`src/rtl/num_entry_pkg.sv`:
```
// rtl/num_entry_pkg.sv - shared key codes, FSM encodings and size defaults for num_entry
package num_entry_pkg;

    // Default geometry: 4 decimal digits converted into a 16-bit signed operand
    localparam int NDIG_DEF = 4;
    localparam int W_DEF    = 16;

    // Non-digit key codes; 0xD and 0xF are deliberately left unassigned (ignored)
    localparam logic [3:0] KEY_SIGN = 4'hA;
    localparam logic [3:0] KEY_BKSP = 4'hB;
    localparam logic [3:0] KEY_CLR  = 4'hC;
    localparam logic [3:0] KEY_ENT  = 4'hE;

    // Controller states
    localparam logic [1:0] ST_ENTRY = 2'd0;
    localparam logic [1:0] ST_CONV  = 2'd1;
    localparam logic [1:0] ST_DONE  = 2'd2;

    // Codes 0..9 are decimal digits
    function automatic logic is_digit(input logic [3:0] code);
        return code <= 4'd9;
    endfunction

endpackage

```
`src/rtl/num_entry_bcd_mac10.sv`:
```
// rtl/num_entry_bcd_mac10.sv - combinational acc*10 + digit step for decimal-to-binary conversion
module bcd_mac10 #(
    parameter int W = 16
) (
    input  logic [W-1:0] i_acc,
    input  logic [3:0]   i_digit,
    output logic [W-1:0] o_result
);

    logic [W-1:0] w_digit_ext;

    // x10 as x8 + x2 keeps this a pair of shifts and adders; result wraps to W bits
    always_comb begin
        w_digit_ext = {{(W-4){1'b0}}, i_digit};
        o_result    = (i_acc << 3) + (i_acc << 1) + w_digit_ext;
    end

endmodule

```
`src/rtl/num_entry.sv`:
```
// rtl/num_entry.sv - keypad digit entry with sequential BCD-to-binary conversion on enter
module num_entry
    import num_entry_pkg::*;
#(
    parameter int NDIG = NDIG_DEF,
    parameter int W    = W_DEF
) (
    input  logic         clk,
    input  logic         rst,
    input  logic         key_valid,
    input  logic [3:0]   key_code,
    output logic         ready,
    output logic [3:0]   thd,
    output logic [3:0]   hud,
    output logic [3:0]   ten,
    output logic [3:0]   one,
    output logic         neg,
    output logic [2:0]   ndig,
    output logic         out_valid,
    output logic [W-1:0] out_value
);

    localparam int IW = $clog2(NDIG);

    // r_dig[0] is the ones digit, r_dig[NDIG-1] the most significant
    logic [3:0]    r_dig [NDIG];
    logic [2:0]    r_ndig;
    logic          r_neg;
    logic [1:0]    r_state;
    logic [W-1:0]  r_acc;
    logic [IW-1:0] r_idx;
    logic          r_out_valid;
    logic [W-1:0]  r_out_value;

    logic          w_ready;
    logic          w_accept;
    logic [3:0]    w_cur_digit;
    logic [W-1:0]  w_mac;
    logic [W-1:0]  w_result;

    // Keys are only blocked while the conversion loop owns the accumulator
    always_comb begin
        w_ready     = (r_state != ST_CONV);
        w_accept    = key_valid && w_ready;
        // Conversion walks MSB first: idx 0 selects the top digit
        w_cur_digit = r_dig[IW'(NDIG-1) - r_idx];
        // Two's-complement negate; a zero magnitude naturally stays zero
        w_result    = r_neg ? (~w_mac + {{(W-1){1'b0}}, 1'b1}) : w_mac;
    end

    bcd_mac10 #(
        .W(W)
    ) u_mac (
        .i_acc    (r_acc),
        .i_digit  (w_cur_digit),
        .o_result (w_mac)
    );

    // Entry editing, conversion sequencing and result capture
    always_ff @(posedge clk) begin
        if (rst) begin
            r_state     <= ST_ENTRY;
            for (int i = 0; i < NDIG; i++) r_dig[i] <= 4'd0;
            r_ndig      <= 3'd0;
            r_neg       <= 1'b0;
            r_acc       <= '0;
            r_idx       <= '0;
            r_out_valid <= 1'b0;
            r_out_value <= '0;
        end else begin
            r_out_valid <= 1'b0;
            case (r_state)
                ST_CONV: begin
                    r_acc <= w_mac;
                    r_idx <= r_idx + 1'b1;
                    if (r_idx == IW'(NDIG-1)) begin
                        // Publish the result and hand back a blank entry for the DONE cycle
                        r_state     <= ST_DONE;
                        r_out_valid <= 1'b1;
                        r_out_value <= w_result;
                        for (int i = 0; i < NDIG; i++) r_dig[i] <= 4'd0;
                        r_ndig      <= 3'd0;
                        r_neg       <= 1'b0;
                    end
                end
                default: begin
                    // ENTRY and DONE behave identically for keys; DONE only lasts one cycle
                    r_state <= ST_ENTRY;
                    if (w_accept) begin
                        if (is_digit(key_code)) begin
                            if ((r_ndig != 3'(NDIG)) && !((r_ndig == 3'd0) && (key_code == 4'd0))) begin
                                for (int i = NDIG-1; i > 0; i--) r_dig[i] <= r_dig[i-1];
                                r_dig[0] <= key_code;
                                r_ndig   <= r_ndig + 3'd1;
                            end
                        end else begin
                            case (key_code)
                                KEY_SIGN: r_neg <= ~r_neg;
                                KEY_BKSP: begin
                                    if (r_ndig != 3'd0) begin
                                        for (int i = 0; i < NDIG-1; i++) r_dig[i] <= r_dig[i+1];
                                        r_dig[NDIG-1] <= 4'd0;
                                        r_ndig        <= r_ndig - 3'd1;
                                    end
                                end
                                KEY_CLR: begin
                                    for (int i = 0; i < NDIG; i++) r_dig[i] <= 4'd0;
                                    r_ndig <= 3'd0;
                                    r_neg  <= 1'b0;
                                end
                                KEY_ENT: begin
                                    r_acc   <= '0;
                                    r_idx   <= '0;
                                    r_state <= ST_CONV;
                                end
                                default: ;
                            endcase
                        end
                    end
                end
            endcase
        end
    end

    assign ready     = w_ready;
    assign thd       = r_dig[NDIG-1];
    assign hud       = r_dig[NDIG-2];
    assign ten       = r_dig[NDIG-3];
    assign one       = r_dig[NDIG-4];
    assign neg       = r_neg;
    assign ndig      = r_ndig;
    assign out_valid = r_out_valid;
    assign out_value = r_out_value;

endmodule

```
`config.mk`:
```
export PLATFORM = sky130hd
export DESIGN_NAME = num_entry
export DESIGN_NICKNAME = d
export VERILOG_FILES = /design/src/rtl/num_entry_pkg.sv /design/src/rtl/num_entry_bcd_mac10.sv /design/src/rtl/num_entry.sv
export SDC_FILE = /design/constraint.sdc
export NUM_CORES = 1
export LEC_CHECK = 0
export ABC_AREA = 1
export CELL_PAD_IN_SITES_DETAIL_PLACEMENT = 0
export CELL_PAD_IN_SITES_GLOBAL_PLACEMENT = 1
export CORE_AREA = 2 2 102 104
export DETAILED_ROUTE_END_ITERATION = 8
export DIE_AREA = 0 0 104 106
export PLACE_DENSITY = 0.81
export SYNTH_ARGS = -nofsm -noshare
export SYNTH_HDL_FRONTEND = slang
export SYNTH_HIERARCHICAL = 1
export SYNTH_SLANG_ARGS = --single-unit
```
`constraint.sdc`:
```
create_clock -name clk -period 4.11 [get_ports clk]
set_input_delay 0.411 -clock clk [delete_from_list [all_inputs] [get_ports clk]]
set_output_delay 0.411 -clock clk [all_outputs]
set_load 0.02 [all_outputs]
```
After elaboration in Yosys (flattened, before gate mapping)
Memories as Yosys holds them, arrays and structs flattened.
Cells that the tools add are included.
- add/sub/neg operators: 7
- $lt $le $gt $ge: 1
- equal/unequal tests: 12
- multiplexer cells: 67
- bitwise operators: 18
- reductions and logical operators: 15
- operators by type and width (kind ; number):
    two-way mux 4 bit ; 16
    two-way mux 15 bit ; 4
    two-way mux 1 bit ; 32
    two-way mux 3 bit ; 6
    adder 16 x 1 -> 16 bit (second input constant) ; 1
    adder 16 bit ; 1
    adder 16 x 4 -> 16 bit ; 1
    == test 4 bit (second input constant) ; 4
    two-way mux 16 bit ; 1
    inverter 16 bit ; 1
    OR 1 bit ; 16
    two-way mux 2 bit ; 6
    case mux 3 bit (2 select lines) ; 1
    nonzero test 3 bit ; 2
    AND reduction 5 bit ; 1
    less-or-equal comparator 4 bit (second input constant) ; 1
    zero test 4 bit ; 1
    != test 2 x 1 -> 1 bit (second input constant) ; 2
    != test 4 x 3 -> 1 bit (second input constant) ; 1
    AND reduction 4 bit ; 1
    nonzero test 2 bit ; 2
    nonzero test 4 bit ; 1
    adder 3 x 1 -> 3 bit (second input constant) ; 1
    logical AND 1 bit ; 3
    14 further kinds ; 14
- bits in registers: 40
- RAM bits: 16
- output and inout bits: 38
- word-level logic and storage cells: 128
- memories: 1
- memories (memory ; words ; bits a word ; read ports ; clocked after Yosys merged registers in ; wr ports ; line ; source):
    r_dig ; 4 ; 4 ; 5 ; 0 ; 4 ; num_entry.sv:26 ; logic [3:0] r_dig [NDIG];

Depth between registers and ports, before layout
- word-level depth: 13
- depth in mapped cells: 24

Modules after synthesis
Netlist, hierarchy kept.
- by module, submodules not included (module ; instances ; cells each ; area each (um2)):
    num_entry ; 1 ; 405 ; 2927.8
    bcd_mac10 ; 1 ; 167 ; 1031.0

Worst setup path after synthesis
Ideal clock, no wire load.
- kind: register to register
- start: register r_idx[0]
- end: register r_out_value[13], in the netlist out_value[13]
- arrival: 3.035 ns
- path slack: 0.962 ns
- cell stages (with the launch flop): 19
- buffers on the path: 1
- clock period less this slack: 3.148 ns
- cell sequence: dfxtp_1 > inv_1 > clkbuf_1 > a21oi_1 > a21oi_1 > inv_1 > fa_1 > fa_1 > nor2_4 > nor2_4 > nor2_2 > nor2_2 > xnor2_1 > nor3_1 > nand3_1 > nand2_1 > nand2_1 > nand3_1 > nand2_1
- word-level cells in the longest chain between the ends: 6
- ends and longest elaborated chain (item ; line ; source):
    from (decl) ; num_entry.sv:31 ; logic [IW-1:0] r_idx;
    from (signal assigned) ; num_entry.sv:75 ; r_idx <= r_idx + 1'b1;
    subtractor 2 bit ; num_entry.sv:46 ; w_cur_digit = r_dig[IW'(NDIG-1) - r_idx];
    memory (4 x 4 bit) ; - ;
    named net w_cur_digit[3] ; num_entry.sv:37 ; logic [3:0] w_cur_digit;
    adder 16 x 4 -> 16 bit ; num_entry_bcd_mac10.sv:15 ; o_result = (i_acc << 3) + (i_acc << 1) + w_digit_ext;
    named net w_mac[10] ; num_entry.sv:38 ; logic [W-1:0] w_mac;
    inverter 16 bit ; num_entry.sv:48 ; w_result = r_neg ? (~w_mac + {{(W-1){1'b0}}, 1'b1}) : w_mac;
    adder 16 x 1 -> 16 bit ; num_entry.sv:48 ;
    two-way mux 16 bit ; num_entry.sv:48 ;
    to (signal assigned) ; num_entry.sv:80 ; r_out_value <= w_result;
    to (decl) ; num_entry.sv:33 ; logic [W-1:0] r_out_value;
The timed path passes the listed nets, and every way through them passes these cells.
A chain may end at the register's enable or synchronous reset.

Final worst setup path
Ends and elaborated chain as after synthesis.

==> tab_implementation.tex <==
\begin{tabular}{lr}
\hline
Metric & Value \\
\hline
\multicolumn{2}{l}{\textbf{Timing}} \\
\quad Min Clock Period, post-route & $\sim$3.6 ns \\
\quad Tightest Pin Transition & 0.685 ns \\
\quad RSZ-0062 raised after global routing & false \\
\quad Worst path setup slack after routing & $\sim$0.53 ns \\
\quad Final TNS setup & 0 ns \\
\quad Worst slew margin relative to its limit & 0.543 \\
\quad Skew final & about 0.013 ns \\
\quad Max-slew violation total from the final report & 0 \\
\quad Number of endpoints with negative hold slack in the final report & 0 \\
\quad Final setup viols & 0 \\
\quad Max Freq & 279 MHz \\
\quad Final Cycle Share & 0.872 \\
\multicolumn{2}{l}{\textbf{Synthesis}} \\
\quad Cell area after technology mapping & between 3000 and 4000 um\^{}2 \\
\quad Mapped Nets & between 600 and 700 \\
\quad Syn\_area\_per\_cell & 6.91 um\^{}2 \\
\quad Yosys warning count & 6 \\
\quad Synth Instances & $\sim$570 \\
\multicolumn{2}{l}{\textbf{Place}} \\
\quad Worst-case setup slack after placement & around 0.56 ns \\
\quad Instance area after placement & around 4500 um\^{}2 \\
\quad HPWL after detailed placement & between 7 and 8 mm \\
\quad GPL Wtd Cong & around 0.83 \\
\quad IO buf count & 44 \\
\multicolumn{2}{l}{\textbf{Routing}} \\
\quad Amount of wire on met3 after detailed routing & around 370 um \\
\quad DRC marker count from the first detailed-route iteration & 131 \\
\quad Post-detailed-route DRC marker count & 0 \\
\quad Routed metal-1 wire length & $\sim$4.7 mm \\
\quad Highest metal used & met4 \\
\quad Detail Route Antenna Nets & 0 \\
\quad Average vias per placed instance & around 4.8 \\
\quad Overall routed net length & 9.10 mm \\
\quad Routed vias & approximately 3500 \\
\quad Routed length on met2 & 3.90 mm \\
\quad First-pass detailed-route iteration total & 4 \\
\quad Routed wirelength normalized by instance count & between 10 and 15 um \\
\multicolumn{2}{l}{\textbf{CTS}} \\
\quad CTS-repair resized insts & 0 \\
\quad Inserted Clock Buffers & 5 \\
\quad \# hold bufs at CTS & 0 \\
\quad Clock root buffer master & clkbuf\_8 \\
\quad Number of setup buffers added after CTS & 0 \\
\quad Clock transition at the registers of the reported paths & between 0.1 and 0.15 ns \\
\quad Clk sinks & 56 \\
\quad TritonCTS clock tree & yes \\
\quad Buffer levels on the longest clock path & 2 \\
\quad Number of H-tree levels & 2 \\
\quad Clock latency on the worst-skew pair & 0.32 ns \\
\multicolumn{2}{l}{\textbf{Floorplanning}} \\
\quad Core area & 10000 um\^{}2 \\
\quad Initial standard-cell utilization of the core & 0.393 \\
\quad I/O pin cnt & 45 \\
\quad Vertical extent of the die & between 100 and 150 um \\
\quad Number of placement rows & 37 \\
\quad Die width & roughly 100 um \\
\quad Overall die area & 11000 um\^{}2 \\
\multicolumn{2}{l}{\textbf{Critical path}} \\
\quad Maximum net fanout on the critical path & 12 \\
\quad Worst R2R Start & r\_idx[0] \\
\quad Register-to-register setup slack & roughly 0.53 ns \\
\quad Critical path arrival & about 3.8 ns \\
\quad Endpoint of the most critical register-to-register path & out\_value[13] \\
\quad Endpoint required time on the critical path & roughly 4.3 ns \\
\quad Endpoint type of the worst setup path & flip-flop \\
\quad Crit Path Class & flip-flop to flip-flop \\
\quad Startpoint type of the worst setup path & flip-flop \\
\quad Worst reg2reg path depth & 18 \\
\multicolumn{2}{l}{\textbf{Layout}} \\
\quad Post-Layout Inst Area & approximately 4600 um\^{}2 \\
\quad Final core occ & 0.458 \\
\quad Area Overhead vs Synth & 16.7\% \\
\quad Net count of the finished layout & around 650 \\
\quad Ant. Diodes & 0 \\
\quad Ratio of cells with drive above 1 in the final layout & 0.0951 \\
\multicolumn{2}{l}{\textbf{GRT}} \\
\quad First-pass GRT wire length & approximately 16 mm \\
\quad Overall overflow remaining after global route & 0 \\
\quad Antenna violations before repair & 0 \\
\quad Number of global-route vias before repair & about 3300 \\
\quad Global-route total usage across every layer & 0.172 \\
\quad Largest net degree at the start of global routing & 20 \\
\multicolumn{2}{l}{\textbf{Power and ir drop}} \\
\quad IR drop worst, VDD & around 0.15 mV \\
\quad Leakage dissipation & 2.12 nW \\
\quad Power after layout & around 1.1 mW \\
\quad Power density over the cells & between 200 and 250 nW/um\^{}2 \\
\multicolumn{2}{l}{\textbf{Hold path}} \\
\quad Worst Hold Launch & out\_value[3] \\
\quad Endpoint of the worst hold-timing path & out\_value[3] \\
\quad Path category of the worst min-delay check & flip-flop to flip-flop \\
\quad Hold Path Cell Cnt & 2 \\
\multicolumn{2}{l}{\textbf{Outcome}} \\
\quad Status & finished clean \\
\multicolumn{2}{l}{\textbf{Flow run}} \\
\quad Number of maximum-capacitance violations & 0 \\
\hline
\end{tabular}
worst max-delay path, cell delays in order (launching register included):
cell     delay [ns]
dfxtp_1        0.48
inv_1          0.21
o21ai_0        0.21
a21oi_1        0.06
a21oi_1        0.13
inv_1          0.06
fa_1           0.48
fa_1           0.54
nor2_4         0.16
nor2_4         0.06
nor2_2         0.09
nor2_2         0.04
xnor2_1        0.21
nor3_1         0.35
nand3_1        0.17
nand2_1        0.08
nand2_1        0.06
nand3_1        0.06
nand2_1        0.05
placed cells by master (no fill, tap or decap), drive strengths merged, types with 2 or more instances in the layout:
| master | count |
|---|---|
| dfxtp | 40 |
| edfxtp | 16 |
| clkdlybuf4s50 | 44 |
| a21oi | 45 |
| nand4 | 11 |
| nor3 | 7 |
| buf | 3 |
| nand2 | 196 |
| clkinv | 3 |
| inv | 77 |
| ha | 31 |
| clkbuf | 5 |
| xnor2 | 8 |
| nand3b | 2 |
| nor2 | 54 |
| fa | 2 |
| o21ai | 24 |
| xor2 | 6 |
| nand3 | 32 |
worst max path at each step:
| stage | endpoint | slack, ns | start | cells past startpoint |
|---|---|---|---|---|
| after global routing | out_value[14] | 0.08 | r_idx[0] | 22 |
| after floorplan | out_value[13] | 0.96 | r_idx[0] | 18 |
| after global placement | out_value[15] | 0.65 | r_idx[0] | 17 |
| after CTS | out_value[13] | 0.54 | r_idx[0] | 18 |
| final | out_value[13] | 0.53 | r_idx[0] | 18 |
| after detailed placement | out_value[13] | 0.56 | r_idx[0] | 18 |
registers in the layout, summed over array words and instances (netlist names):
| register | flops |
|---|---|
| r_acc | 15 |
| neg | 1 |
| r_dig | 16 |
| ndig | 3 |
| out_value | 16 |
| r_state | 2 |
| r_idx | 2 |
| out_valid | 1 |
cell type report:
| class | instances | area, um^2 |
|---|---|---|
| fill | 1048 | 5420 |
| multi-input combinational | 421 | 2280 |
| sequential | 56 | 1280 |
| timing repair buffer | 47 | 463 |
| inverter | 78 | 293 |
| tap | 136 | 170 |
| clock buffer | 5 | 68.8 |
| clock inverter | 3 | 27.5 |
layer usage:
layer | GRT usage | vias to the layer above
met2 | 0.282 | 70
met5 | 0 | -
met1 | 0.239 | 1570
met4 | 0.0463 | 0
li1 | - | 1896
met3 | 0.0233 | 10
where the power goes:
group          leakage [nW]  switching [mW]  internal (mW)  total (mW)
clock                0.0463           0.203          0.126       0.329
sequential            0.491          0.0192          0.586       0.606
combinational          1.59           0.121         0.0749       0.196
total                  2.12           0.344          0.787        1.13
through the flow:
| step | hold WS, ns | instances |
|---|---|---|
| floorplan | 0.443 | 568 |
| global placement | 0.436 | 738 |
| detailed placement | 0.440 | 738 |
| CTS | 0.460 | 746 |
| global route | 0.472 | 746 |
| finish | 0.458 | 746 |
No activity file was read; power rests on OpenSTA's default activity.
